**config.mk**
```make
export PLATFORM = sky130hd
export DESIGN_NAME = pri_arb_rr
export DESIGN_NICKNAME = d
export VERILOG_FILES = /design/src/rtl/pri_arb_rr.sv
export SDC_FILE = /design/constraint.sdc
export NUM_CORES = 1
export LEC_CHECK = 0
export CAP_MARGIN = 20
export CORE_ASPECT_RATIO = 1.25
export CORE_UTILIZATION = 35
export CTS_CLUSTER_SIZE = 40
export DETAILED_ROUTE_END_ITERATION = 8
export GPL_TIMING_DRIVEN = 0
export PLACE_DENSITY = 0.58
export SYNTH_ARGS = -nofsm -noshare
export SYNTH_HDL_FRONTEND = slang
export SYNTH_SLANG_ARGS = --single-unit
```
**constraint.sdc**
```tcl
create_clock -name clk -period 5.75 [get_ports clk]
set_input_delay 0.8625 -clock clk [delete_from_list [all_inputs] [get_ports clk]]
set_output_delay 0.8625 -clock clk [all_outputs]
set_load 0.02 [all_outputs]
```
**src/rtl/pri_arb_rr.sv**
```systemverilog
// pri_arb_rr: registered N-input arbiter with fixed-priority or round-robin
// selection. A grant is held while its owner keeps requesting. A hold-timeout
// forces re-arbitration so that one requester cannot starve the others.
//
// Ports:
//   clk       in   system clock, rising edge
//   rst       in   asynchronous active-high reset
//   en        in   arbiter enable; low forces no grant
//   mode      in   0 = fixed priority (highest index wins), 1 = round-robin
//   req       in   [N-1:0] level-sensitive request vector
//   gnt       out  [N-1:0] one-hot grant, registered
//   gnt_idx   out  [IDX_W-1:0] binary index of the granted requester, 0 if none
//   gnt_valid out  high while any grant is held
module pri_arb_rr #(
    parameter int N        = 8,
    parameter int MAX_HOLD = 16,
    localparam int IDX_W   = $clog2(N)
) (
    input  logic             clk,
    input  logic             rst,
    input  logic             en,
    input  logic             mode,
    input  logic [N-1:0]     req,
    output logic [N-1:0]     gnt,
    output logic [IDX_W-1:0] gnt_idx,
    output logic             gnt_valid
);

    // hold_cnt only needs to reach MAX_HOLD-1.
    localparam int HOLD_W = (MAX_HOLD > 2) ? $clog2(MAX_HOLD) : 1;
    localparam logic [HOLD_W-1:0] HOLD_LAST = HOLD_W'((MAX_HOLD > 0) ? MAX_HOLD - 1 : 0);

    typedef enum logic {IDLE, GRANT} state_t;

    state_t            state;
    logic [IDX_W-1:0]  ptr;
    logic [HOLD_W-1:0] hold_cnt;

    logic [IDX_W:0]    full_res;
    logic [IDX_W:0]    mask_res;
    logic              owner_req;
    logic              timeout;
    logic              take;
    logic [IDX_W-1:0]  take_idx;
    logic              drop;
    logic              restart;

    // Returns {found, index}. Round-robin searches ptr-1 downwards, wrapping
    // through N-1, and checks ptr itself last; with ptr=0 this is the same
    // order as fixed priority.
    function automatic logic [IDX_W:0] arbitrate(input logic [N-1:0]     r,
                                                 input logic             rr,
                                                 input logic [IDX_W-1:0] p);
        logic             found;
        logic [IDX_W-1:0] win;
        int               c;
        found = 1'b0;
        win   = '0;
        for (int k = 0; k < N; k++) begin
            if (rr) c = (int'(p) + 2 * N - 1 - k) % N;
            else    c = N - 1 - k;
            if (!found && r[c]) begin
                found = 1'b1;
                win   = IDX_W'(c);
            end
        end
        return {found, win};
    endfunction

    always_comb begin
        full_res  = arbitrate(req, mode, ptr);
        // At timeout the current owner is excluded; gnt is its one-hot mask.
        mask_res  = arbitrate(req & ~gnt, mode, ptr);
        owner_req = |(req & gnt);
        timeout   = (MAX_HOLD > 0) && (hold_cnt == HOLD_LAST);
    end

    always_comb begin
        take     = 1'b0;
        take_idx = '0;
        drop     = 1'b0;
        restart  = 1'b0;
        case (state)
            IDLE: begin
                if (en && full_res[IDX_W]) begin
                    take     = 1'b1;
                    take_idx = full_res[IDX_W-1:0];
                end
            end
            GRANT: begin
                if (!en) begin
                    drop = 1'b1;
                end else if (!owner_req) begin
                    // Release: switch directly to a new winner, no idle bubble.
                    if (full_res[IDX_W]) begin
                        take     = 1'b1;
                        take_idx = full_res[IDX_W-1:0];
                    end else begin
                        drop = 1'b1;
                    end
                end else if (timeout) begin
                    if (mask_res[IDX_W]) begin
                        take     = 1'b1;
                        take_idx = mask_res[IDX_W-1:0];
                    end else begin
                        // Nobody else wants it: owner keeps the grant seamlessly.
                        restart = 1'b1;
                    end
                end
            end
            default: drop = 1'b1;
        endcase
    end

    always_ff @(posedge clk or posedge rst) begin
        if (rst) begin
            state     <= IDLE;
            gnt       <= '0;
            gnt_idx   <= '0;
            gnt_valid <= 1'b0;
            ptr       <= '0;
            hold_cnt  <= '0;
        end else if (take) begin
            state     <= GRANT;
            gnt       <= {{(N-1){1'b0}}, 1'b1} << take_idx;
            gnt_idx   <= take_idx;
            gnt_valid <= 1'b1;
            ptr       <= take_idx;
            hold_cnt  <= '0;
        end else if (drop) begin
            state     <= IDLE;
            gnt       <= '0;
            gnt_idx   <= '0;
            gnt_valid <= 1'b0;
        end else if (restart) begin
            hold_cnt  <= '0;
        end else if (state == GRANT) begin
            hold_cnt  <= hold_cnt + 1'b1;
        end
    end

endmodule

```
==> impl_metrics.ini <==
[synthesis]
synth_top_area_share_pct = 15.3
yosysUniqueCellTypes = 85
ys_top_cells_by_area = dfrtp_1, mux4_2, mux2i_1
ys_seq_area_share_pct = 15.3
yosys-top-cells-count = nand2_1, o21ai_0, nor2_1, dfrtp_1, mux2i_1
synthCells = 371
synth_area_per_cell_um2 = 8.39
netlist_area_mm2 = 0.00311
yosys_warnings = 0
async_flop_share_pct = 100
synth_most_common_cell = nand2_1
synth_edf_count = 0
synth-seq-cells = 19
synthFlopType = dfrtp_1
syn_nets = 385
synth_top_area_cell = dfrtp_1

[pwr]
pwr_density_cell_mw_per_mm2 = 643
p_switching_uw = 1280
p_leak_uw = 0.00135
sw_frac_of_total_pct = 56.7
vdd_drop_max_mv = 0.313
intPower_uw = 976
pwr-share-clk_pct = 4.2
pwr-share-comb_pct = 85.0
seqPwrFrac_pct = 10.8
total_power_uw = 2250

[floorplan]
core_mm2 = 0.00865
die_y_um = 107
rows = 38
start_util_pct = 36.0
die_x_um = 86.4
pin_count = 24
dieArea_mm2 = 0.00928

[sta]
slew_headroom_pct = 45.0
fmax_mhz = 235
holdWs_ps = 484
finalCritPeriodShare_pct = 73.9
hold_viol = 0
maxSlewViolCount = 0
setup_tns_ps = 0
fin_ws_ps = 1500
rsz0062_at_grt = no
setup_viol = 0
worstMarginPinSlew_ps = 804
finClkSkew_ps = 2.98
fin_crit_ps = 4250

[cts]
hold_buffers = 0
clk_latency_ps = 260
cts.sinks = 19
cts_setup_buffers = 0
htree_levels = 1
cts_tree = built
cts_buffers = 3
cts_resized = 0
root_buffer = clkbuf_8
cts_max_path_buffers = 2
clk_pin_slew_ps = 70

[run_status]
run_status = completed

[layout]
diodes = 0
final_area_mm2 = 0.00350
nets = 409
drive_gt1_share_pct = 14.2
area_growth_pct = 12.4

[setup_path]
critPathArrivalTime_ps = 4400
ff2ff_setup_slack_ps = 1730
crit_fanout = 10
r2r_cells = 13
critPathKind = primary input to flip-flop
cp-end-kind = flip-flop
r2r-start = ptr[0]
critical_path.slowest_cell = clkdlybuf4s50_1
crit_required_ps = 5900
startpoint_type = primary input
max_stage_delay_ps = 570
cp_cell_sequence = clkdlybuf4s50_1, clkbuf_1, nor2b_1, mux2i_1, mux4_2, o21ai_0, a21oi_1, a2111oi_2, o221ai_2, a32o_1
reg2reg_to = gnt[6]

[global_routing]
grt_pass1_wl_um = 18400
overflow = 0
grt_pass1_vias = 3383
grt_max_degree = 20
grt_use_total_pct = 26.0
antenna_found_initial = 0

[placed_design]
io_buffer_count = 19
hpwl_um = 8730
place_congestion = 1.02
dpl_cell_area_mm2 = 0.00345
pre_cts_ws_ps = 1280

[worst_hold_path]
min_path_cells = 1
worstHoldStart = gnt_idx[2]
hold_end = gnt_idx[2]
hold_path_class = flip-flop to flip-flop

[detailed_routing]
first_pass_iters = 5
vias = 3426
post_drt_wl_per_cell_um = 22.4
wl_um = 11500
drc = 0
vias_per_cell = 6.67
drtIter0Drc = 387
ant_nets = 0

[job]
max_cap_viol_count = 0
sequential cells by signal, indices dropped and copies added, names as in the netlist:
register	flops
state	1
ptr	3
hold_cnt	4
gnt_idx	3
gnt	8
worst max-delay path: cells and delay by family:
family,cells,cell delay (ps)
compound gates,5,1500
simple gates,1,220
buf+inv,2,1030
mux,2,770
per-layer routing:
metal / up-vias / track usage [%] / wire [µm]
li1: 1523 / - / -
met5: - / 0 / 0
met1: 1662 / 32.1 / 4560
met3: 48 / 1.30 / 707
met4: 0 / 16.1 / 707
met2: 193 / 44.1 / 5560
placed cells by master (no fill, tap or decap), types with 5 or more instances in the layout:
master | synthesis | routed
a21o_1 | 9 | 9
a21oi_1 | 9 | 9
a22oi_1 | 10 | 10
a32o_1 | 5 | 5
buf_6 | 9 | 9
clkbuf_1 | 14 | 15
clkdlybuf4s50_1 | 0 | 19
dfrtp_1 | 19 | 19
inv_1 | 8 | 8
mux2i_1 | 16 | 16
mux4_2 | 14 | 14
nand2_1 | 36 | 36
nand2b_1 | 8 | 8
nand3_1 | 11 | 11
nor2_1 | 20 | 20
nor2b_1 | 8 | 8
nor3_1 | 12 | 12
o211ai_1 | 10 | 10
o21ai_0 | 24 | 24
o31ai_1 | 7 | 7
power by group through the flow:
stage	clock, µW	sequential [µW]	combinational, µW
2_1_floorplan	0	265	1330
6_report	93.7	243	1910
3_3_place_gp	0	244	1850
5_1_grt	102	249	2040
3_5_place_dp	0	242	1860
4_1_cts	97.5	241	1870
layout make-up:
type / count / area (µm²)
timing repair buffer: 19 / 190
sequential: 19 / 475
fill: 901 / 5150
tap: 120 / 150
multi-input combinational: 313 / 2410
buffer: 30 / 195
clock buffer: 4 / 45.0
inverter: 9 / 33.8
cells by family (layout without fill, tap and decap cells):
| group | after synthesis | count (layout) | synth area share [%] |
|---|---|---|---|
| AND/OR/NAND/NOR | 138 | 138 | 24.1 |
| adder cells (fa/ha/maj) | 2 | 2 | 0.803 |
| buffers and inverters | 39 | 62 | 7.35 |
| AO/OA/AOI/OAI | 135 | 135 | 33.8 |
| XOR/XNOR | 3 | 3 | 1.29 |
| multiplexers | 35 | 35 | 17.4 |
| flip-flops | 19 | 19 | 15.3 |
per-stage QoR:
step / util [%] / std cells
4_1_cts: 40.4 / 514
2_1_floorplan: - / 371
5_1_grt: 40.4 / 514
6_report: 40.4 / 514
3_3_place_gp: 39.9 / 510
3_5_place_dp: 39.9 / 510
how the worst max path moves through the flow:
stage                       from      to  slack, ps  depth (start not counted)
after floorplan             mode  gnt[4]       2360                         11
after global placement    req[1]  gnt[6]       1330                         10
after detailed placement  req[1]  gnt[6]       1280                         10
after CTS                 req[1]  gnt[6]       1570                         10
after global routing      req[1]  gnt[6]       1220                         10
final                     req[1]  gnt[6]       1500                         10
No activity file was read; power rests on OpenSTA's default activity.
==> variant, RTL diff (same settings) <==
`MAX_HOLD`: 16 -> 32.
--- a/src/rtl/pri_arb_rr.sv
+++ b/src/rtl/pri_arb_rr.sv
@@ -15,3 +15,3 @@
     parameter int N        = 8,
-    parameter int MAX_HOLD = 16,
+    parameter int MAX_HOLD = 32,
     localparam int IDX_W   = $clog2(N)
Check against the original RTL: not settled (the Yosys comparison gave no result); the edit may change what the design does.
==> variant against the original RTL <==
  * Synthesized cell count shrank 6.5%
  * Routed wire length shrank 10%
  * Count of clock-buffer cells in the layout is the same
  * Critical endpoint is now gnt[0]$_DFFE_PP0P_
  * Global-route usage shrank 2.3 points
  * Register-to-register slack lost 0.98 ns
  * Synthesized area shrank 7.2%
  * Sequential cell count grew 1
  * Sequential share of layout area grew 1.6 points
  * Design area shrank 5.9%
  * Worst setup slack lost 0.88 ns
  * Largest cell class unchanged
Power is left out: the tool's default activity adds up to more than one toggle a clock period on the data nets, which glitch-free logic cannot reach.
==> variant: results (changes against the original RTL) <==
Run status
  • Outcome: completed (unchanged)

Synthesis
  • Register area share after synthesis: 0.1732 (was 0.1527)
  • Syn nets: 363 (was 385)
  • Number of distinct library cells after synthesis: 68 (was 85)
  • Cells after synthesis: 347 (was 371)
  • Synth top area cells: dfrtp_1 (17%), mux2i_1 (5.5%), mux4_2 (5.5%), nand2_1 (4.5%), a22oi_1 (3.4%) (was dfrtp_1 (15%), mux4_2 (10%), mux2i_1 (5.1%), nand2_1 (4.3%), o21ai_0 (3.9%))
  • Most common library cells after synthesis: nand2_1 (35), dfrtp_1 (20), o21ai_0 (19), mux2i_1 (16), nor2_1 (16) (was nand2_1 (36), o21ai_0 (24), nor2_1 (20), dfrtp_1 (19), mux2i_1 (16))

Global routing
  • Vias in the first global route: 3,013 (was 3,383)
  • Largest net degree at the start of global routing: 21 (was 20)
  • Met1 usage in global routing: 0.3026 (was 0.3214)
  • First-pass GRT wire length: 16,280 µm (was 18,400 µm)
  • M3 GR Usage: 0.009562 (was 0.01304)
  • GRT Total Usage: 0.2373 (was 0.2599)

Critical path
  • Delay-heaviest family, CP: buffers and inverters (was compound AO/OA/AOI/OAI gates)
  • RR Endpoint: gnt[0]$_DFFE_PP0P_ (was gnt[6]$_DFFE_PP0P_)
  • Reg2Reg Depth: 14 (was 13)
  • WP data arrival: 5.28 ns (was 4.40 ns)
  • Crit-path max cell delay: 0.62 ns (was 0.57 ns)
  • R2R setup slack: 0.75 ns (was 1.73 ns)

Final layout
  • Non-clk buf share: 0.1045 (was 0.1101)
  • Post-route non-filler standard cell count: 469 (was 514)
  • Clk cell area share: 0.01672 (was 0.01287)
  • Bufs w/o clock: 46 (was 49)
  • Share of cells above drive strength 1: 0.09358 (was 0.1421)
  • Post-layout util: 0.4178 (was 0.4044)
  • Multi-input gate area: 0.002248 mm² (was 0.002410 mm²)
  • Fillcell total: 804 (was 901)
  • Inverters, non-clock: 7 (was 9)
  • Sequential cell area share: 0.1520 (was 0.1359)

Placement
  • Final HPWL DP: 8063 µm (was 8733 µm)
  • Placed standard-cell area: 0.003238 mm² (was 0.003455 mm²)
  • Setup WS pre-CTS: 0.5047 ns (was 1.283 ns)
  • Final GP Congestion: 1.021 (was 1.018)

Routing
  • Vias per inst: 6.650 (was 6.665)
  • Overall routed net length: 10,360 µm (was 11,530 µm)
  • Starting DRC count in detailed routing: 293 (was 387)
  • Drt pass-1 iters: 6 (was 5)

Worst hold path
  • Hold Crit Start: gnt_idx[1]$_DFFE_PP0P_ (was gnt_idx[2]$_DFFE_PP0P_)
  • Hold EP: gnt_idx[1]$_DFFE_PP0P_ (was gnt_idx[2]$_DFFE_PP0P_)

Timing
  • Fmax achieved: 0.1948 GHz (was 0.2353 GHz)
  • Slew @ Worst Pin: 0.8203 ns (was 0.8042 ns)
  • Post-Route Skew: 0.002165 ns (was 0.002982 ns)
variant: kinds of logic (layout without fill, tap and decap cells):
kind of cell / count (synthesis) / in the layout / share of synthesized area
AO/OA/AOI/OAI: 136 / 136 / 0.3651
AND/OR/NAND/NOR: 123 / 123 / 0.2282
buffers and inverters: 30 / 57 / 0.04850
multiplexers: 28 / 28 / 0.1295
flip-flops: 20 / 20 / 0.1732
XOR/XNOR: 6 / 6 / 0.03811
adder cells (fa/ha/maj): 4 / 4 / 0.01732
variant: per-layer routing:
metal / share of wire / vias to the layer above / wire (µm)
met3: 0.050 / 38 / 519
met5: 0 / - / 0
met4: 0.049 / 0 / 508
met2: 0.49 / 146 / 5057
met1: 0.41 / 1500 / 4269
li1: - / 1435 / -
variant: worst reg2reg max path: stages (launching register included):
cell      delay [ns]
dfrtp_1         0.37
buf_6           0.15
clkbuf_1        0.37
inv_1           0.15
ha_1            0.42
xnor2_1         0.31
nand2b_1        0.16
clkbuf_1        0.36
mux4_2          0.64
nand2b_1        0.19
or3_1           0.39
o221a_2         0.28
o22ai_1         0.62
nor2_1          0.19
a32o_1          0.31
variant: worst max-delay path by stage:
stage | startpoint | end | slack, ns
4_1_cts | mode | gnt[2]$_DFFE_PP0P_ | 0.78
2_1_floorplan | ptr[0]$_DFFE_PP0P_ | gnt[2]$_DFFE_PP0P_ | 1.85
5_1_grt | mode | gnt[2]$_DFFE_PP0P_ | 0.45
3_5_place_dp | mode | gnt[2]$_DFFE_PP0P_ | 0.50
3_3_place_gp | mode | gnt[0]$_DFFE_PP0P_ | 0.46
6_report | mode | gnt[0]$_DFFE_PP0P_ | 0.62
